## config.mk

```make
export PLATFORM = sky130hd
export DESIGN_NAME = hdlc_tx_framer
export DESIGN_NICKNAME = d
export VERILOG_FILES = /design/src/rtl/hdlc_pkg.sv /design/src/rtl/hdlc_crc16.sv /design/src/rtl/hdlc_tx_framer.sv
export SDC_FILE = /design/constraint.sdc
export NUM_CORES = 1
export LEC_CHECK = 0
export CAP_MARGIN = 20
export CORE_MARGIN = 2
export CORE_UTILIZATION = 30
export CTS_CLUSTER_DIAMETER = 200
export DETAILED_ROUTE_END_ITERATION = 10
export PLACE_DENSITY_LB_ADDON = 0.15
export SLEW_MARGIN = 30
export SYNTH_ARGS = -nofsm -noshare
export SYNTH_HDL_FRONTEND = slang
export SYNTH_SLANG_ARGS = --single-unit
```

## constraint.sdc

```tcl
create_clock -name clk -period 2.5 [get_ports clk]
set_input_delay 0.375 -clock clk [delete_from_list [all_inputs] [get_ports clk]]
set_output_delay 0.375 -clock clk [all_outputs]
set_load 0.05 [all_outputs]
```

## src/rtl/hdlc_pkg.sv

```systemverilog
// Shared definitions for the HDLC transmit framer: FSM encoding, flag/CRC
// constants and the serial CRC-16/X.25 step function.
package hdlc_pkg;

  typedef enum logic [2:0] {
    ST_IDLE  = 3'd0,
    ST_OPEN  = 3'd1,
    ST_DATA  = 3'd2,
    ST_FCS   = 3'd3,
    ST_CLOSE = 3'd4,
    ST_ABORT = 3'd5
  } state_t;

  localparam logic [7:0]  HDLC_FLAG   = 8'h7E;
  localparam logic [15:0] CRC16_POLY  = 16'h8408;
  localparam logic [15:0] CRC16_INIT  = 16'hFFFF;
  localparam logic [2:0]  STUFF_LIMIT = 3'd5;

  // Reflected (LSB-first) CRC update for one bit.
  function automatic logic [15:0] crc16_step(input logic [15:0] crc, input logic b);
    logic fb;
    fb = crc[0] ^ b;
    return (crc >> 1) ^ (fb ? CRC16_POLY : 16'h0000);
  endfunction

endpackage

```

## src/rtl/hdlc_crc16.sv

```systemverilog
// Serial CRC-16/X.25 register: one payload bit per enabled cycle, LSB first.
module hdlc_crc16
  import hdlc_pkg::*;
(
  input  logic        clk,
  input  logic        rst,
  input  logic        init,
  input  logic        en,
  input  logic        bit_in,
  output logic [15:0] crc
);

  always_ff @(posedge clk) begin
    if (rst || init) begin
      crc <= CRC16_INIT;
    end else if (en) begin
      crc <= crc16_step(crc, bit_in);
    end
  end

endmodule

```

## src/rtl/hdlc_tx_framer.sv

```systemverilog
// HDLC bit-level transmit framer: flags, zero stuffing, optional FCS-16.
// Optional FCS is enabled by defining HDLC_TX_FCS_EN.
module hdlc_tx_framer
  import hdlc_pkg::*;
#(
  parameter int unsigned N_OPEN_FLAGS = 1
) (
  input  logic       clk,
  input  logic       rst,
  input  logic [7:0] tx_data,
  input  logic       tx_valid,
  input  logic       tx_last,
  output logic       tx_ready,
  output logic       data_out,
  output logic       activity,
  output logic       underrun,
  output logic       busy,
  output state_t     fsm_state
);

  localparam logic [3:0] LAST_FLAG = 4'(N_OPEN_FLAGS - 1);

  state_t     state, state_next;
  logic [7:0] hold_data, shift_q, shift_next;
  logic       hold_full, hold_last, shift_last, shift_last_next;
  logic [3:0] bit_cnt, bit_next, flag_cnt, flag_next;
  logic [2:0] ones_cnt, ones_next;
  logic       end_pending, end_next;
  logic       line_bit, line_act, take_hold, clear_hold, finish;
  logic       accept, stuff_now, seg_last, fcs_bit;

  // Handshake: a byte moves into the holding register on any cycle where
  // tx_valid && tx_ready; tx_ready only reflects holding-register emptiness.
  assign tx_ready  = !hold_full;
  assign accept    = tx_valid && !hold_full;
  assign stuff_now = (ones_cnt == STUFF_LIMIT);
  assign seg_last  = (state == ST_FCS) ? (bit_cnt == 4'd15) : (bit_cnt == 4'd7);
  assign fsm_state = state;

`ifdef HDLC_TX_FCS_EN
  logic [15:0] crc;
  logic        crc_init, crc_en;
  assign crc_init = (state == ST_OPEN);
  assign crc_en   = (state == ST_DATA) && !stuff_now;
  assign fcs_bit  = ~crc[bit_cnt];

  hdlc_crc16 u_crc (
    .clk    (clk),
    .rst    (rst),
    .init   (crc_init),
    .en     (crc_en),
    .bit_in (shift_q[0]),
    .crc    (crc)
  );
`else
  assign fcs_bit = 1'b0;
`endif

  always_comb begin
    state_next      = state;
    line_bit        = 1'b0;
    line_act        = 1'b0;
    bit_next        = bit_cnt;
    flag_next       = flag_cnt;
    ones_next       = ones_cnt;
    end_next        = end_pending;
    shift_next      = shift_q;
    shift_last_next = shift_last;
    take_hold       = 1'b0;
    clear_hold      = 1'b0;
    finish          = 1'b0;
    case (state)
      ST_IDLE: begin
        bit_next  = 4'd0;
        flag_next = 4'd0;
        ones_next = 3'd0;
        end_next  = 1'b0;
        if (hold_full || accept) state_next = ST_OPEN;
      end
      ST_OPEN: begin
        line_act = 1'b1;
        line_bit = HDLC_FLAG[bit_cnt[2:0]];
        bit_next = bit_cnt + 4'd1;
        if (bit_cnt == 4'd7) begin
          bit_next = 4'd0;
          if (flag_cnt == LAST_FLAG) begin
            take_hold  = 1'b1;
            ones_next  = 3'd0;
            end_next   = 1'b0;
            state_next = ST_DATA;
          end else begin
            flag_next = flag_cnt + 4'd1;
          end
        end
      end
      ST_DATA, ST_FCS: begin
        line_act = 1'b1;
        if (stuff_now) begin
          // Inserted zero: shifter and bit counter hold for this cycle.
          line_bit  = 1'b0;
          ones_next = 3'd0;
          finish    = end_pending;
        end else begin
          line_bit  = (state == ST_FCS) ? fcs_bit : shift_q[0];
          ones_next = line_bit ? ones_cnt + 3'd1 : 3'd0;
          bit_next  = bit_cnt + 4'd1;
          if (state == ST_DATA) shift_next = {1'b0, shift_q[7:1]};
          if (seg_last) begin
            bit_next = 4'd0;
            if (ones_next == STUFF_LIMIT) end_next = 1'b1;
            else finish = 1'b1;
          end
        end
        if (finish) begin
          end_next = 1'b0;
          if (state == ST_FCS) begin
            state_next = ST_CLOSE;
            ones_next  = 3'd0;
          end else if (shift_last) begin
`ifdef HDLC_TX_FCS_EN
            state_next = ST_FCS;
`else
            state_next = ST_CLOSE;
            ones_next  = 3'd0;
`endif
          end else if (hold_full) begin
            take_hold = 1'b1;
          end else begin
            state_next = ST_ABORT;
            clear_hold = 1'b1;
          end
        end
      end
      ST_CLOSE: begin
        line_act = 1'b1;
        line_bit = HDLC_FLAG[bit_cnt[2:0]];
        bit_next = bit_cnt + 4'd1;
        if (bit_cnt == 4'd7) begin
          bit_next   = 4'd0;
          state_next = ST_IDLE;
        end
      end
      ST_ABORT: begin
        line_act = 1'b1;
        line_bit = 1'b1;
        bit_next = bit_cnt + 4'd1;
        if (bit_cnt == 4'd7) begin
          bit_next   = 4'd0;
          state_next = ST_IDLE;
        end
      end
      default: state_next = ST_IDLE;
    endcase
    if (take_hold) begin
      shift_next      = hold_data;
      shift_last_next = hold_last;
    end
  end

  always_ff @(posedge clk) begin
    if (rst) begin
      state       <= ST_IDLE;
      hold_data   <= 8'h00;
      hold_full   <= 1'b0;
      hold_last   <= 1'b0;
      shift_q     <= 8'h00;
      shift_last  <= 1'b0;
      bit_cnt     <= 4'd0;
      flag_cnt    <= 4'd0;
      ones_cnt    <= 3'd0;
      end_pending <= 1'b0;
      data_out    <= 1'b0;
      activity    <= 1'b0;
      underrun    <= 1'b0;
      busy        <= 1'b0;
    end else begin
      state       <= state_next;
      shift_q     <= shift_next;
      shift_last  <= shift_last_next;
      bit_cnt     <= bit_next;
      flag_cnt    <= flag_next;
      ones_cnt    <= ones_next;
      end_pending <= end_next;
      data_out    <= line_bit;
      activity    <= line_act;
      // Lines up with the first abort 1 on data_out.
      underrun    <= (state == ST_ABORT) && (bit_cnt == 4'd0);
      busy        <= (state_next != ST_IDLE);
      if (accept) begin
        hold_full <= 1'b1;
        hold_data <= tx_data;
        hold_last <= tx_last;
      end
      if (take_hold) hold_full <= 1'b0;
      if (clear_hold) begin
        hold_full <= 1'b0;
        hold_last <= 1'b0;
      end
    end
  end

endmodule

```

==> results of run 1 <==
## where the power goes
group          leakage [nW]  total (mW)  internal, mW  switching (mW)
registers             0.317       0.656         0.638          0.0177
clock network        0.0644       0.635         0.398           0.237
logic                 0.515       0.134        0.0544          0.0792
## state kept, by name (all words and copies together) (netlist names), named ones only
register,flops
hold_full,1
shift_last,1
busy,1
hold_last,1
shift_q,8
fsm_state,3
data_out,1
underrun,1
end_pending,1
hold_data,8
activity,1
ones_cnt,3
bit_cnt,4
flag_cnt,4
## layout make-up
type	count	area share, %
Sequential cell	39	30.1
Clock buffer	5	2.65
Clock inverter	3	2.60
Tap cell	99	4.78
Multi-Input combinational cell	177	49.3
Inverter	12	1.74
Timing Repair Buffer	24	8.78
## per-stage QoR
| step | hold slack [ns] | instances | util, % | worst slack, ns | instance area, µm² |
|---|---|---|---|---|---|
| 2_1_floorplan | 0.433 | 240 | - | 0.586 | 2180 |
| 3_3_place_gp | 0.455 | 351 | 34.4 | 0.414 | 2460 |
| 3_5_place_dp | 0.456 | 351 | 34.4 | 0.317 | 2460 |
| 4_1_cts | 0.470 | 359 | 36.3 | 0.255 | 2590 |
| 5_1_grt | 0.501 | 359 | 36.3 | 0.120 | 2590 |
| 6_report | 0.467 | 359 | 36.3 | 0.269 | 2590 |
## cell families (layout without fill, tap and decap cells)
group | count (synthesis) | in the layout | synth area share (%)
AND/OR/NAND/NOR | 89 | 89 | 25.2
AO/OA/AOI/OAI | 71 | 71 | 24.9
flip-flops | 39 | 39 | 35.9
buffers and inverters | 24 | 44 | 5.34
multiplexers | 7 | 7 | 3.22
adder cells (fa/ha/maj) | 6 | 6 | 3.45
XOR/XNOR | 4 | 4 | 1.95
## routing by layer
layer | part of all wire, % | track usage, %
met5 | 0 | 0
met4 | 1.3 | 3.80
met3 | 2.6 | 3.51
met2 | 41 | 19.5
met1 | 55 | 20.2
## placed cells by master (no fill, tap or decap), types with 3 or more instances in the layout
| cell type | count |
|---|---|
| mux2i_1 | 7 |
| nor2b_1 | 4 |
| a21oi_2 | 3 |
| xor2_1 | 3 |
| nand2_1 | 26 |
| nor3_1 | 4 |
| and3b_1 | 3 |
| inv_1 | 12 |
| a21oi_1 | 28 |
| and3_1 | 3 |
| dfxtp_1 | 39 |
| nand2b_1 | 3 |
| buf_4 | 5 |
| and2_1 | 3 |
| clkdlybuf4s50_1 | 19 |
| nor3b_1 | 4 |
| clkbuf_8 | 5 |
| o21ai_0 | 10 |
| ha_1 | 6 |
| a311oi_2 | 8 |
| nor4_1 | 3 |
| a21o_1 | 3 |
| nor2_1 | 10 |
| nand3_1 | 5 |
## path summary, 6_finish.rpt
| path | start | to | slack (ns) | cells after the start |
|---|---|---|---|---|
| worst min register to register | hold_data[7] | hold_data[7] | 0.47 | 2 |
| worst max register to register | fsm_state[2] | shift_q[1] | 0.28 | 5 |
| worst min-delay path | hold_data[7] | hold_data[7] | 0.47 | 2 |
| worst max-delay path | fsm_state[0] | fsm_state[0] | 0.27 | 1 |
==> summary.txt, run 1 <==
STA
------------------------------------------------------------------------------------
Total negative slack for setup checks .................................         0 ns
Hold Violations, Final ................................................            0
Unrepaired setup endpoints after global routing .......................        false
Period Utilization, post-route ........................................        89.2%
Min cycle time layout .................................................      2.23 ns
Worst Tran Pin Value ..................................................     0.631 ns
Peak Freq .............................................................      448 MHz
Final setup violation count ...........................................            0
Worst Clk Skew ........................................................   0.00679 ns
Pins Over Slew Limit ..................................................            0
Slew headroom .........................................................        57.9%

LOGIC SYNTHESIS
------------------------------------------------------------------------------------
Library cells used by synthesis .......................................           57
Mapped Cells ..........................................................          240
Top cells by count, synth ............................................. dfxtp_1 (39), a21oi_1 (28), nand2_1 (26)
Synthesis warning total ...............................................            0
Avg Cell Area, Syn ....................................................     9.07 µm²
Total nets after synthesis ............................................          258
Cell types with the largest area share after synthesis ................ dfxtp_1 (36%), a21oi_1 (6.4%), a311oi_2 (5.5%)
Register area share after synthesis ...................................        35.9%
Ys flop type ..........................................................      dfxtp_1
Post-synth EDFFs ......................................................            0
Summed instance area of the synthesized netlist .......................     2180 µm²
#FFs+latches synth ....................................................           39
Most numerous cell in the Yosys netlist ...............................      dfxtp_1
Share of the synthesized area in the top cell type ....................        35.9%
Cell type with the largest total area after synthesis .................      dfxtp_1
Fraction of synthesis flops using an asynchronous set or reset pin ....           0%

CLOCK TREE
------------------------------------------------------------------------------------
Number of post-CTS setup repair buffers ...............................            0
Clock insertion delay at the later pin of the skew report .............      0.29 ns
Number of buffers inserted for hold repair after clock tree synthesis .            0
CTS Buf Count .........................................................            5
Number of buffers on the longest clock path ...........................            2
Clock-pin transition on the worst setup and hold timing paths .........      0.08 ns
H-tree levels .........................................................            2
TritonCTS clock tree ..................................................        built
Root Buffer Master ....................................................     clkbuf_8
Count of clock tree sinks .............................................           39
Post-cts resize count .................................................            0

LAYOUT
------------------------------------------------------------------------------------
Number of fill cells in the layout ....................................          775
Layout net count ......................................................          277
Antenna fix cells .....................................................            0
Area of the multi-input gates .........................................     1280 µm²
Area overhead of the layout relative to synthesis .....................        19.1%
Combined flip-flop and latch cell area ................................      781 µm²
Share of cells above drive strength 1 .................................        15.0%

DETAILED ROUTING
------------------------------------------------------------------------------------
Avg WL per Cell .......................................................      14.1 µm
Ratio of routed vias to standard cells ................................         4.97
Sum of routed wire length over all layers .............................      5.08 mm
DRT iter0 DRCs ........................................................           88
Detailed-route via count ..............................................         1783
First-pass detailed-route iteration total .............................            5
Drt drc ...............................................................            0
Final antenna-violating net count .....................................            0

SETUP PATH
------------------------------------------------------------------------------------
Worst setup path class ................................................ flop to output port
Count of buffering cells on the critical path with inverters included .            1
Ordered cell list for the critical path ............................... clkdlybuf4s50_1
Top fanout value on the critical path .................................           14
Worst Setup End Kind ..................................................  output port
CP peak stage delay ...................................................      0.91 ns
Worst EP arrival ......................................................      1.86 ns
CP startpoint kind ....................................................         flop
CP delay by family, top ............................................... buffers and inverters
Slowest stage cell, crit path ......................................... clkdlybuf4s50_1
Critical path data required time ......................................      2.12 ns

FLOORPLAN
------------------------------------------------------------------------------------
Die outline width .....................................................      89.2 µm
I/O pin count .........................................................           20
Overall die height ....................................................      89.2 µm
Standard-cell rows ....................................................           31
Initial cell density of the core ......................................        30.5%
Die outline area ......................................................     7950 µm²
Core box area .........................................................     7140 µm²

GLOBAL ROUTE
------------------------------------------------------------------------------------
Via count of the first global-routing pass ............................         1694
Global-route wire length before repair ................................      8.47 mm
Tot GR Track Use ......................................................        13.7%
Maximum number of pins on one net before global-route repair ..........           30
Antenna violations before repair ......................................            0
Total congestion overflow .............................................            0

MIN PATH
------------------------------------------------------------------------------------
Hold/Removal Path Class ............................................... flop to flop

PWR
------------------------------------------------------------------------------------
Worst supply voltage drop on vdd ......................................   0.000338 V
Leak pwr ..............................................................     0.896 nW
Power per cell area ...................................................   549 nW/µm²
Post-layout total power ...............................................      1.42 mW

FLOW RUN
------------------------------------------------------------------------------------
Max-cap violation count ...............................................            0

PLACEMENT
------------------------------------------------------------------------------------
Detailed Place HPWL ...................................................      3.71 mm
Port buffer count .....................................................           19
Routability-driven placement congestion ratio .........................        0.798

OUTCOME
------------------------------------------------------------------------------------
Status ................................................................ finished, final reports clean

Power figures use the tool's default switching activity.
==> inputs of run 2 (changes only) <==
--- a/config.mk
+++ b/config.mk
@@ -6,6 +6,8 @@
 export NUM_CORES = 1
 export LEC_CHECK = 0
 export CAP_MARGIN = 20
+export CELL_PAD_IN_SITES_DETAIL_PLACEMENT = 0
+export CELL_PAD_IN_SITES_GLOBAL_PLACEMENT = 2
 export CORE_MARGIN = 2
 export CORE_UTILIZATION = 30
 export CTS_CLUSTER_DIAMETER = 200
==> summary.txt, run 2 (synthesized netlist as in run 1, its figures left out) <==
FLOORPLAN
------------------------------------------------------------------------------------
Core box area .........................................................     7140 µm²
I/O pin count .........................................................           20
Overall die height ....................................................      89.2 µm
Die outline area ......................................................     7950 µm²
Initial cell density of the core ......................................        30.5%
Die outline width .....................................................      89.2 µm
Standard-cell rows ....................................................           31

MIN PATH
------------------------------------------------------------------------------------
Hold Startpoint ....................................................... hold_data[7]
Hold/Removal Path Class ............................................... flop to flop

PWR
------------------------------------------------------------------------------------
Leak pwr ..............................................................     0.888 nW
Power per cell area ...................................................   478 nW/µm²
Worst supply voltage drop on vdd ......................................   0.000224 V

LAYOUT
------------------------------------------------------------------------------------
Largest registers ..................................................... hold_data (8), shift_q (8)
Commonest cells after routing, fill and taps aside .................... dfxtp_1 (39), a21oi_1 (28), nand2_1 (26)
Share of cells above drive strength 1 .................................        16.0%
Number of fill cells in the layout ....................................          792
Area of the multi-input gates .........................................     1280 µm²
Layout net count ......................................................          280
Commonest non-fill, non-tap cell in the layout ........................      dfxtp_1
Area overhead of the layout relative to synthesis .....................        18.0%
Antenna fix cells .....................................................            0
Combined flip-flop and latch cell area ................................      781 µm²

GLOBAL ROUTE
------------------------------------------------------------------------------------
Global-route wire length before repair ................................      8.68 mm
Antenna violations before repair ......................................            0
Via count of the first global-routing pass ............................         1665
Tot GR Track Use ......................................................        14.3%
Maximum number of pins on one net before global-route repair ..........           32
Total congestion overflow .............................................            0

STA
------------------------------------------------------------------------------------
Pins Over Slew Limit ..................................................            0
Unrepaired setup endpoints after global routing .......................        false
Slew headroom .........................................................        46.5%
Worst Clk Skew ........................................................   0.00845 ns
Worst Tran Pin Value ..................................................     0.802 ns
Final setup violation count ...........................................            0
Hold Violations, Final ................................................            0
Hold slack ............................................................     0.468 ns
Total negative slack for setup checks .................................         0 ns
Peak Freq .............................................................      445 MHz
Period Utilization, post-route ........................................        89.8%
Min cycle time layout .................................................      2.25 ns

CLOCK TREE
------------------------------------------------------------------------------------
Clock-pin transition on the worst setup and hold timing paths .........      0.09 ns
Number of buffers on the longest clock path ...........................            2
Post-cts resize count .................................................            0
Root Buffer Master ....................................................     clkbuf_8
TritonCTS clock tree ..................................................        built
Number of buffers inserted for hold repair after clock tree synthesis .            0
Clock insertion delay at the later pin of the skew report .............      0.30 ns
Count of clock tree sinks .............................................           39
H-tree levels .........................................................            2
CTS Buf Count .........................................................            5
Number of post-CTS setup repair buffers ...............................            0

DETAILED ROUTING
------------------------------------------------------------------------------------
Final antenna-violating net count .....................................            0
Sum of routed wire length over all layers .............................      5.19 mm
Drt drc ...............................................................            0
First-pass detailed-route iteration total .............................            4
DRT iter0 DRCs ........................................................           79
Avg WL per Cell .......................................................      14.3 µm
Detailed-route via count ..............................................         1766
Ratio of routed vias to standard cells ................................         4.88

SETUP PATH
------------------------------------------------------------------------------------
Slowest stage cell, crit path ......................................... clkdlybuf4s50_1
CP delay by family, top ............................................... buffers and inverters
Setup crit start ...................................................... fsm_state[0]
Ordered cell list for the critical path ............................... clkdlybuf4s50_1
Top fanout value on the critical path .................................           14
Worst EP arrival ......................................................      1.87 ns
Worst Setup End Kind ..................................................  output port
CP peak stage delay ...................................................      0.91 ns
Critical path data required time ......................................      2.12 ns
CP startpoint kind ....................................................         flop
Worst reg2reg startpoint .............................................. fsm_state[0]
Count of buffering cells on the critical path with inverters included .            1
Worst setup path class ................................................ flop to output port

PLACEMENT
------------------------------------------------------------------------------------
Port buffer count .....................................................           19
Detailed Place HPWL ...................................................      3.84 mm
Routability-driven placement congestion ratio .........................        0.728

OUTCOME
------------------------------------------------------------------------------------
Status ................................................................ finished, final reports clean

FLOW RUN
------------------------------------------------------------------------------------
Max-cap violation count ...............................................            0

run 2: cell count changes in the layout (fill, tap and decap cells not counted), sizes merged:
| cell | before | now |
|---|---|---|
| buf | 5 | 8 |
| bufinv | 2 | 0 |
| clkinv | 0 | 1 |
| clkinvlp | 1 | 2 |
run 2: per-stage QoR:
step	total power, mW	area, µm²	std cells	setup slack, ns	util (%)
6_report	1.23	2570	362	0.255	36.0
5_1_grt	1.29	2570	362	0.0947	36.0
4_1_cts	1.25	2570	362	0.225	36.0
3_5_place_dp	0.805	2480	354	0.292	34.7
3_3_place_gp	0.806	2480	354	0.393	34.7
2_1_floorplan	0.752	2180	240	0.586	-
run 2: path summary, 6_finish.rpt:
path                  endpoint  slack, ns  depth (start not counted)
setup / recovery  fsm_state[0]       0.25                          1
hold / removal    hold_data[7]       0.47                          2
setup reg to reg    shift_q[0]       0.30                          5
hold reg to reg   hold_data[7]       0.47                          2
run 2: worst min-delay path: stages (launching register included):
cell	delay, ns
dfxtp_1	0.32
nand2_1	0.05
a21oi_1	0.05
run 2: cell type report:
type / instances / area share, %
Multi-Input combinational cell: 177 / 49.8
Inverter: 12 / 1.75
Timing Repair Buffer: 27 / 9.74
Sequential cell: 39 / 30.4
Tap cell: 99 / 4.82
Clock buffer: 5 / 2.68
Clock inverter: 3 / 0.779
run 2: where the power goes:
part           switching, mW  internal (mW)  total, mW
registers             0.0174          0.638      0.655
logic                 0.0785         0.0545      0.133
clock network          0.245          0.194      0.439
run 2: routing by layer:
layer,track usage [%],routed length (µm),share of wire (%),vias up
met5,0,0,0,-
met4,4.48,71,1.4,0
met3,2.77,174,3.4,6
met2,20.1,2130,41,27
met1,21.9,2820,54,807
li1,-,-,-,926
==> inputs of run 3 (changes only) <==
==> constraint.sdc (replaced) <==
create_clock -name clk -period 2.5 [get_ports clk]
set_input_delay 0.375 -clock clk [delete_from_list [all_inputs] [get_ports clk]]
set_output_delay 0.375 -clock clk [all_outputs]
set_load 0.005 [all_outputs]
==> summary.txt, run 3 (synthesized netlist as in run 1, its figures left out) <==
DETAILED ROUTING
------------------------------------------------------------------------------------
Ratio of routed vias to standard cells ................................         4.90
Drt drc ...............................................................            0
Detailed-route via count ..............................................         1780
First-pass detailed-route iteration total .............................            4
Sum of routed wire length over all layers .............................      5.33 mm
DRT iter0 DRCs ........................................................           68
Final antenna-violating net count .....................................            0
Avg WL per Cell .......................................................      14.7 µm

PLACEMENT
------------------------------------------------------------------------------------
Worst slack, placed ...................................................     0.401 ns
Detailed Place HPWL ...................................................      3.87 mm
Port buffer count .....................................................           19
Routability-driven placement congestion ratio .........................        0.735

SETUP PATH
------------------------------------------------------------------------------------
CP peak stage delay ...................................................      0.46 ns
Worst Setup End Kind ..................................................         flop
Worst EP arrival ......................................................      2.25 ns
CP startpoint kind ....................................................         flop
Setup crit start ......................................................   bit_cnt[0]
R2R Path End ..........................................................   shift_q[4]
Critical path data required time ......................................      2.65 ns
R2R cell count ........................................................            6
Flop-to-flop setup slack ..............................................      0.39 ns
Worst setup path class ................................................ flop to flop
Worst reg2reg startpoint ..............................................   bit_cnt[0]
Ordered cell list for the critical path ............................... ha_1 > nand2_1 > nor2_2 > nand4_2 > a21oi_1 > a311oi_2
Top fanout value on the critical path .................................           15
Slowest stage cell, crit path .........................................      nand4_2
Worst Setup EP ........................................................   shift_q[4]

CLOCK TREE
------------------------------------------------------------------------------------
Count of clock tree sinks .............................................           39
Number of buffers inserted for hold repair after clock tree synthesis .            0
Post-cts resize count .................................................            0
CTS Buf Count .........................................................            5
Clock insertion delay at the later pin of the skew report .............      0.30 ns
Number of buffers on the longest clock path ...........................            2
Number of post-CTS setup repair buffers ...............................            0
Clock-pin transition on the worst setup and hold timing paths .........      0.09 ns
Root Buffer Master ....................................................     clkbuf_8
TritonCTS clock tree ..................................................        built
H-tree levels .........................................................            2

FLOORPLAN
------------------------------------------------------------------------------------
Core box area .........................................................     7140 µm²
Overall die height ....................................................      89.2 µm
Standard-cell rows ....................................................           31
Die outline area ......................................................     7950 µm²
Die outline width .....................................................      89.2 µm
Initial cell density of the core ......................................        30.5%
I/O pin count .........................................................           20

LAYOUT
------------------------------------------------------------------------------------
Commonest cells after routing, fill and taps aside .................... dfxtp_1 (39), a21oi_1 (28), nand2_1 (26)
Area of the multi-input gates .........................................     1280 µm²
Combined flip-flop and latch cell area ................................      781 µm²
Area overhead of the layout relative to synthesis .....................        19.4%
Commonest non-fill, non-tap cell in the layout ........................      dfxtp_1
Number of fill cells in the layout ....................................          787
Antenna fix cells .....................................................            0
Layout net count ......................................................          281
Share of cells above drive strength 1 .................................        16.3%
Largest registers ..................................................... hold_data (8), shift_q (8)

GLOBAL ROUTE
------------------------------------------------------------------------------------
Maximum number of pins on one net before global-route repair ..........           32
Via count of the first global-routing pass ............................         1707
Global-route wire length before repair ................................      9.05 mm
Tot GR Track Use ......................................................        15.0%
Total congestion overflow .............................................            0
Antenna violations before repair ......................................            0

STA
------------------------------------------------------------------------------------
Peak Freq .............................................................      475 MHz
Worst Clk Skew ........................................................    0.0113 ns
Hold Violations, Final ................................................            0
Final setup violation count ...........................................            0
Slew headroom .........................................................        46.2%
Worst Tran Pin Value ..................................................     0.807 ns
Min cycle time layout .................................................      2.11 ns
Pins Over Slew Limit ..................................................            0
Worst setup slack after layout ........................................     0.393 ns
Unrepaired setup endpoints after global routing .......................        false
Total negative slack for setup checks .................................         0 ns
Period Utilization, post-route ........................................        84.3%

FLOW RUN
------------------------------------------------------------------------------------
Max-cap violation count ...............................................            0

PWR
------------------------------------------------------------------------------------
Leak pwr ..............................................................     0.911 nW
Worst supply voltage drop on vdd ......................................   0.000254 V
Power per cell area ...................................................   505 nW/µm²

MIN PATH
------------------------------------------------------------------------------------
Hold/Removal Path Class ............................................... flop to flop

OUTCOME
------------------------------------------------------------------------------------
Status ................................................................ finished, final reports clean

## run 3: cell types whose count changed in the layout (fill, tap and decap cells not counted)
cell | previous run | this run
buf_4 | 8 | 9
bufinv_16 | 0 | 1
clkinvlp_4 | 2 | 0
clkinv_4 | 0 | 1
## run 3: metal layers
metal | routed length, µm | vias up | track usage [%]
met1 | 2910 | 820 | 22.4
li1 | - | 932 | -
met4 | 61 | 0 | 4.88
met3 | 165 | 5 | 2.95
met2 | 2190 | 23 | 21.5
met5 | 0 | - | 0
## run 3: area by class of cell
type,instances,share of cell area [%]
inverters,12,1.73
flip-flops and latches,39,30.0
multi-input cells,177,49.2
clock buffers,5,2.65
clock inverters,3,1.68
well taps,99,4.76
repair buffers,28,9.91
## run 3: through the flow
step	power (mW)	hold slack, ns	cells	instance area [µm²]	utilization, %
final	1.31	0.470	363	2600	36.4
after global routing	1.37	0.493	363	2600	36.4
after CTS	1.34	0.471	363	2600	36.4
after detailed placement	0.787	0.458	355	2490	34.9
after global placement	0.788	0.451	355	2490	34.9
after floorplan	0.732	0.433	240	2180	-
## run 3: worst min path at each step
| stage | from | endpoint | slack (ns) | cells past startpoint |
|---|---|---|---|---|
| 5_1_grt | hold_data[0] | hold_data[0] | 0.49 | 2 |
| 3_5_place_dp | hold_data[0] | hold_data[0] | 0.46 | 2 |
| 3_3_place_gp | hold_data[7] | hold_data[7] | 0.45 | 2 |
| 4_1_cts | hold_data[0] | hold_data[0] | 0.47 | 2 |
| 2_1_floorplan | hold_data[7] | hold_data[7] | 0.43 | 2 |
| 6_report | hold_data[2] | hold_data[2] | 0.47 | 2 |
## run 3: where the power goes
group          internal, mW  switching (mW)  total [mW]  leakage [nW]
logic                0.0565          0.0615       0.118         0.536
clock network         0.297           0.244       0.542        0.0581
registers             0.638          0.0146       0.653         0.317
## run 3: critical path: cells and delay by family, from the launching register on
| family | cells | cell delay (ns) |
|---|---|---|
| AO/OA/AOI/OAI | 2 | 0.39 |
| adder cells (fa/ha/maj) | 1 | 0.27 |
| flip-flops | 1 | 0.41 |
| AND/OR/NAND/NOR | 3 | 0.89 |
